[config.mk]
export PLATFORM = sky130hd
export DESIGN_NAME = genetic_eval_ctrl
export DESIGN_NICKNAME = d
export VERILOG_FILES = /design/src/rtl/genetic_eval_ctrl.sv
export SDC_FILE = /design/constraint.sdc
export NUM_CORES = 1
export LEC_CHECK = 0
export ABC_AREA = 1
export CAP_MARGIN = 5
export CORE_MARGIN = 4
export CORE_UTILIZATION = 51
export CTS_CLUSTER_SIZE = 28
export DETAILED_ROUTE_END_ITERATION = 10
export GPL_TIMING_DRIVEN = 0
export HOLD_SLACK_MARGIN = 0.1
export PLACE_DENSITY = 0.95
export SLEW_MARGIN = 10
export SYNTH_ARGS = -nofsm -noshare
export SYNTH_HDL_FRONTEND = slang
export SYNTH_SLANG_ARGS = --single-unit
[constraint.sdc]
create_clock -name clk -period 8.7 [get_ports clk]
set_input_delay 1.74 -clock clk [delete_from_list [all_inputs] [get_ports clk]]
set_output_delay 1.74 -clock clk [all_outputs]
set_load 0.02 [all_outputs]
[src/rtl/genetic_eval_ctrl.sv]
// Sequencer for the combinational genetic circuit evaluator: serial chromosome load, input
// sweep, and fitness accumulation. Define GENETIC_FIRST_FAIL_EN to add first_fail/fail_valid.
module genetic_eval_ctrl #(
    parameter int unsigned IN      = 4,
    parameter int unsigned OUT     = 2,
    parameter int unsigned CHROM_W = 50,
    parameter int unsigned SETTLE  = 1,
    parameter int unsigned FIT_W   = $clog2(OUT * 2**IN + 1)
) (
    input  logic                  clk,
    input  logic                  rst,
    input  logic                  start,
    input  logic                  reload,
    input  logic                  chrom_bit,
    input  logic                  chrom_bit_valid,
    input  logic [OUT*2**IN-1:0]  target,
    input  logic [OUT-1:0]        eval_out,
    output logic [CHROM_W-1:0]    cromossomo,
    output logic [IN-1:0]         inp,
    output logic                  busy,
    output logic                  done,
    output logic [FIT_W-1:0]      fitness
`ifdef GENETIC_FIRST_FAIL_EN
    ,
    output logic [IN-1:0]         first_fail,
    output logic                  fail_valid
`endif
);

    localparam int unsigned NVEC = 2**IN;
    localparam int unsigned LW   = (CHROM_W > 1) ? $clog2(CHROM_W) : 1;
    localparam int unsigned SW   = $clog2(SETTLE + 1);

    localparam logic [LW-1:0] LoadLast  = LW'(CHROM_W - 1);
    localparam logic [SW-1:0] SettleMax = SW'(SETTLE);
    localparam logic [IN-1:0] VecLast   = IN'(NVEC - 1);

    typedef enum logic [1:0] {StIdle, StLoad, StEval, StFinish} state_e;

    state_e               state_q, state_d;
    logic [CHROM_W-1:0]   crom_q, crom_d;
    logic [IN-1:0]        inp_q, inp_d;
    logic                 busy_q, busy_d;
    logic                 done_q, done_d;
    logic [FIT_W-1:0]     fitness_q, fitness_d;
    logic [FIT_W-1:0]     acc_q, acc_d;
    logic [LW-1:0]        load_cnt_q, load_cnt_d;
    logic [SW-1:0]        settle_q, settle_d;

    logic [OUT-1:0]       tgt_slice;
    logic [OUT-1:0]       match_bits;
    logic [FIT_W-1:0]     match_cnt;

`ifdef GENETIC_FIRST_FAIL_EN
    logic [IN-1:0]        ff_acc_q, ff_acc_d;
    logic                 fv_acc_q, fv_acc_d;
    logic [IN-1:0]        first_fail_q, first_fail_d;
    logic                 fail_valid_q, fail_valid_d;
`endif

    // Expected output bits for the vector currently driven on inp.
    always_comb begin
        tgt_slice = '0;
        for (int v = 0; v < NVEC; v++) begin
            if (inp_q == IN'(v)) begin
                tgt_slice = target[v*OUT +: OUT];
            end
        end
        match_bits = ~(eval_out ^ tgt_slice);
        match_cnt  = '0;
        for (int i = 0; i < OUT; i++) begin
            match_cnt = match_cnt + FIT_W'(match_bits[i]);
        end
    end

    always_comb begin
        state_d    = state_q;
        crom_d     = crom_q;
        inp_d      = inp_q;
        busy_d     = busy_q;
        done_d     = 1'b0;
        fitness_d  = fitness_q;
        acc_d      = acc_q;
        load_cnt_d = load_cnt_q;
        settle_d   = settle_q;
`ifdef GENETIC_FIRST_FAIL_EN
        ff_acc_d     = ff_acc_q;
        fv_acc_d     = fv_acc_q;
        first_fail_d = first_fail_q;
        fail_valid_d = fail_valid_q;
`endif

        unique case (state_q)
            StIdle: begin
                if (start) begin
                    busy_d   = 1'b1;
                    acc_d    = '0;
                    settle_d = '0;
`ifdef GENETIC_FIRST_FAIL_EN
                    ff_acc_d = '0;
                    fv_acc_d = 1'b0;
`endif
                    if (reload) begin
                        state_d    = StLoad;
                        load_cnt_d = '0;
                    end else begin
                        state_d = StEval;
                        inp_d   = '0;
                    end
                end
            end

            StLoad: begin
                if (chrom_bit_valid) begin
                    crom_d = {crom_q[CHROM_W-2:0], chrom_bit};
                    if (load_cnt_q == LoadLast) begin
                        state_d  = StEval;
                        inp_d    = '0;
                        settle_d = '0;
                    end else begin
                        load_cnt_d = load_cnt_q + LW'(1);
                    end
                end
            end

            StEval: begin
                if (settle_q == SettleMax) begin
                    acc_d    = acc_q + match_cnt;
                    settle_d = '0;
`ifdef GENETIC_FIRST_FAIL_EN
                    // Only the lowest failing vector is kept; the sweep runs upwards.
                    if (!fv_acc_q && (match_bits != {OUT{1'b1}})) begin
                        ff_acc_d = inp_q;
                        fv_acc_d = 1'b1;
                    end
`endif
                    if (inp_q == VecLast) begin
                        state_d = StFinish;
                    end else begin
                        inp_d = inp_q + IN'(1);
                    end
                end else begin
                    settle_d = settle_q + SW'(1);
                end
            end

            StFinish: begin
                fitness_d = acc_q;
                done_d    = 1'b1;
                busy_d    = 1'b0;
                state_d   = StIdle;
`ifdef GENETIC_FIRST_FAIL_EN
                first_fail_d = ff_acc_q;
                fail_valid_d = fv_acc_q;
`endif
            end

            default: state_d = StIdle;
        endcase
    end

    always_ff @(posedge clk) begin
        if (rst) begin
            state_q    <= StIdle;
            crom_q     <= '0;
            inp_q      <= '0;
            busy_q     <= 1'b0;
            done_q     <= 1'b0;
            fitness_q  <= '0;
            acc_q      <= '0;
            load_cnt_q <= '0;
            settle_q   <= '0;
`ifdef GENETIC_FIRST_FAIL_EN
            ff_acc_q     <= '0;
            fv_acc_q     <= 1'b0;
            first_fail_q <= '0;
            fail_valid_q <= 1'b0;
`endif
        end else begin
            state_q    <= state_d;
            crom_q     <= crom_d;
            inp_q      <= inp_d;
            busy_q     <= busy_d;
            done_q     <= done_d;
            fitness_q  <= fitness_d;
            acc_q      <= acc_d;
            load_cnt_q <= load_cnt_d;
            settle_q   <= settle_d;
`ifdef GENETIC_FIRST_FAIL_EN
            ff_acc_q     <= ff_acc_d;
            fv_acc_q     <= fv_acc_d;
            first_fail_q <= first_fail_d;
            fail_valid_q <= fail_valid_d;
`endif
        end
    end

    assign cromossomo = crom_q;
    assign inp        = inp_q;
    assign busy       = busy_q;
    assign done       = done_q;
    assign fitness    = fitness_q;
`ifdef GENETIC_FIRST_FAIL_EN
    assign first_fail = first_fail_q;
    assign fail_valid = fail_valid_q;
`endif

endmodule

==> results.ini <==
[drt]
drt-met1-wl_mm = 4.075
drt_iter0_markers = 249
dr_wl_met2_mm = 4.977
drc = 0
post_drt_wl_per_cell_um = 13.69
via_per_inst = 5.125
routed_wl_mm = 9.956
wl_met3_um = 727
routed.top_layer = met4
drt-pass1-iter-count = 6
ant_nets = 0
vias = 3726

[logic_synthesis]
synth_top_family_by_area = simple AND/OR/NAND/NOR gates
syn_area_per_cell_um2 = 6.967
ys_warn_count = 0
synth_compound_area_share_pct = 14.05
synthAdderAreaFrac_pct = 4.403
synth_edf_count = 0
ys_top_cells_by_count = nor2_1 (138), dfxtp_1 (77), nand2_1 (72)
syn_area_um2 = 3581
synth_fp_nets = 566
synth_top_flop_cell = dfxtp_1
ys_top_cells_by_area = dfxtp_1 (43%), nor2_1 (14%), o21ai_0 (9.1%), nand2_1 (7.5%), inv_1 (4.9%)
netlist_instances = 514
ys_seq_area_share_pct = 43.05
yosysMostFrequentCell = nor2_1
yosys.cell_types.count = 34
synth_top_cell_by_area = dfxtp_1
synthArstFlopShare_pct = 0
synth-xor-area-share_pct = 0.2446
synth_seq_cells = 77
synth_mux_area_share_pct = 0
synth-simple-area-share_pct = 30.50
yosys.area.top_type_share_pct = 43.05

[clocking]
clock_latency_ns = 0.35
cts_setup_buffers = 0
cts_root_buf = clkbuf_8
ctsHoldBuffers = 0
clockBufferDepth = 2
cts_tree = done
numCtsBuffers = 9
ctsResizeCount = 0
cts_sinks = 77
cts_htree_levels = 3
path_clk_slew_ns = 0.08

[setup_path]
critPathSlowestCell = clkdlybuf4s50_1
path_max_fanout = 2
critPathMaxStageDelay_ns = 0.45
r2r_start = inp[0]
r2r_slack_ns = 5.37
worstPathArrival_ns = 4.68
crit_path_end_kind = register
r2r-end = acc_q[4]
r2r_cells = 29
crit_type = input pin to register
cp.required_ns = 8.97
cp-startpoint = target[0]
cp-start-kind = input pin
cp_common_cell = nand2_1

[placement]
numPortBuffers = 101
dpl.hpwl_mm = 7.096
placed_cells = 711
globalplace.congestion = 0.8837

[grt]
track_usage_pct = 23.82
grt_overflow_total = 0
grt_pass1_vias = 3702
grt_first_pass_wirelength_mm = 16.58
grt_max_degree = 14
grt_antenna_before_repair = 0

[timing]
finClkSkew_ns = 0.006998
grt_setup_unrepaired = no
finalMaxSlewViolations = 0
finalCritPeriodShare_pct = 50.65
tightest_slew_ns = 0.5007
relSlewSlack_pct = 66.26
finalCriticalPeriod_ns = 4.407
setup-violations-final = 0
clock.fmax_ghz = 0.2269
finalHoldViolCount = 0
tns_ns = 0
whs_ns = 0.5021

[die]
die_h_um = 91.80
rows = 30
initial_core_util_pct = 52.71
io_pins = 102
die_area_um2 = 8426
die_w_um = 91.80
core_um2 = 6794

[final_layout]
num_antenna_cells = 0
drive_above_1_share_pct = 6.022
nNetsFinal = 678
n_fill_cell = 468
area_growth_pct = 37.56
stdcell_count = 727

[hold_path]
holdPathEnd = cromossomo[4]
hold_class = register to register
min_path_cells = 2
min_from = cromossomo[4]

[pwr]
p_clk_share_pct = 21.7
power_switching_mw = 0.5421
comb_power_share_pct = 43.6
vdd_ir_drop_max_mv = 0.2035
p_seq_share_pct = 34.7
swShare_pct = 40.12
power.leakage_nw = 1.979
powerDensity_nw_per_um2 = 274.3
p_int_mw = 0.8091
finalPower_mw = 1.351

[job]
maxCapViolCount = 0

[status]
status = finished clean

## state kept, by name, indices dropped and copies added (netlist names)
name and count:
cromossomo 50, done 1, settle_q 1, busy 1
inp 4, fitness 6, state_q 2, acc_q 6
load_cnt_q 6
## worst max-delay path: cells and delay by family
kind / cells / cell delay (ns)
buf+inv: 4 / 0.63
fa+ha+maj: 2 / 0.53
simple gates: 24 / 1.76
## cell type report
cell class              instances  area (um^2)  area share [%]
clock buffers                  10        127.6           2.591
well taps                      96        120.1           2.438
clock inverters                 6        86.33           1.753
flip-flops and latches         77         1541           31.29
inverters                      54        202.7           4.115
repair buffers                101         1011           20.52
plain buffers                  18        75.07           1.524
multi-input cells             365         1762           35.76
## how the worst max path moves through the flow
stage / end / cells past startpoint
after global routing: acc_q[4] / 30
after global placement: acc_q[4] / 30
after CTS: acc_q[4] / 30
final: acc_q[4] / 30
after detailed placement: acc_q[4] / 30
after floorplan: acc_q[4] / 29
## cell usage in the layout, fill, tap and decap left out, drive strengths merged, types with 2 or more instances in the layout
cell type and n:
nor3b 5, nand3b 3, nand2 74, nor2 143, dfxtp 77, ha 11
bufinv 2, clkbuf 27, nand4 3, nand3 16, clkinv 2, clkdlybuf4s50 101
a21oi 21, or2 3, inv 55, o21ai 68, a211oi 4, nor3 7
## power by group through the flow
stage	Clock (mW)	Combinational (mW)	Sequential [mW]
floorplan	0	0.313	0.527
global placement	0	0.551	0.469
detailed placement	0	0.573	0.473
CTS	0.296	0.586	0.468
global route	0.312	0.657	0.476
finish	0.294	0.588	0.469
## per-stage QoR
step	util, %	setup slack (ns)	cell area (um^2)
floorplan	-	4.796	3581
global placement	69.36	4.113	4712
detailed placement	69.36	3.985	4712
CTS	72.50	4.364	4926
global route	72.50	3.938	4926
finish	72.50	4.293	4926
## kinds of logic after synthesis
group	after synthesis
xor gates and xnor gates	1
and+or+nand+nor	256
adders and majority gates	12
AOI/OAI and AO/OA	96
DFF	77
buffers and inverters	72
## layer usage
| metal | vias to the layer above | global-route usage (%) |
|---|---|---|
| met1 | 1729 | 26.26 |
| met5 | - | 0 |
| met4 | 0 | 7.797 |
| met2 | 123 | 42.24 |
| met3 | 15 | 8.778 |
| li1 | 1859 | - |
Power figures use the tool's default switching activity.
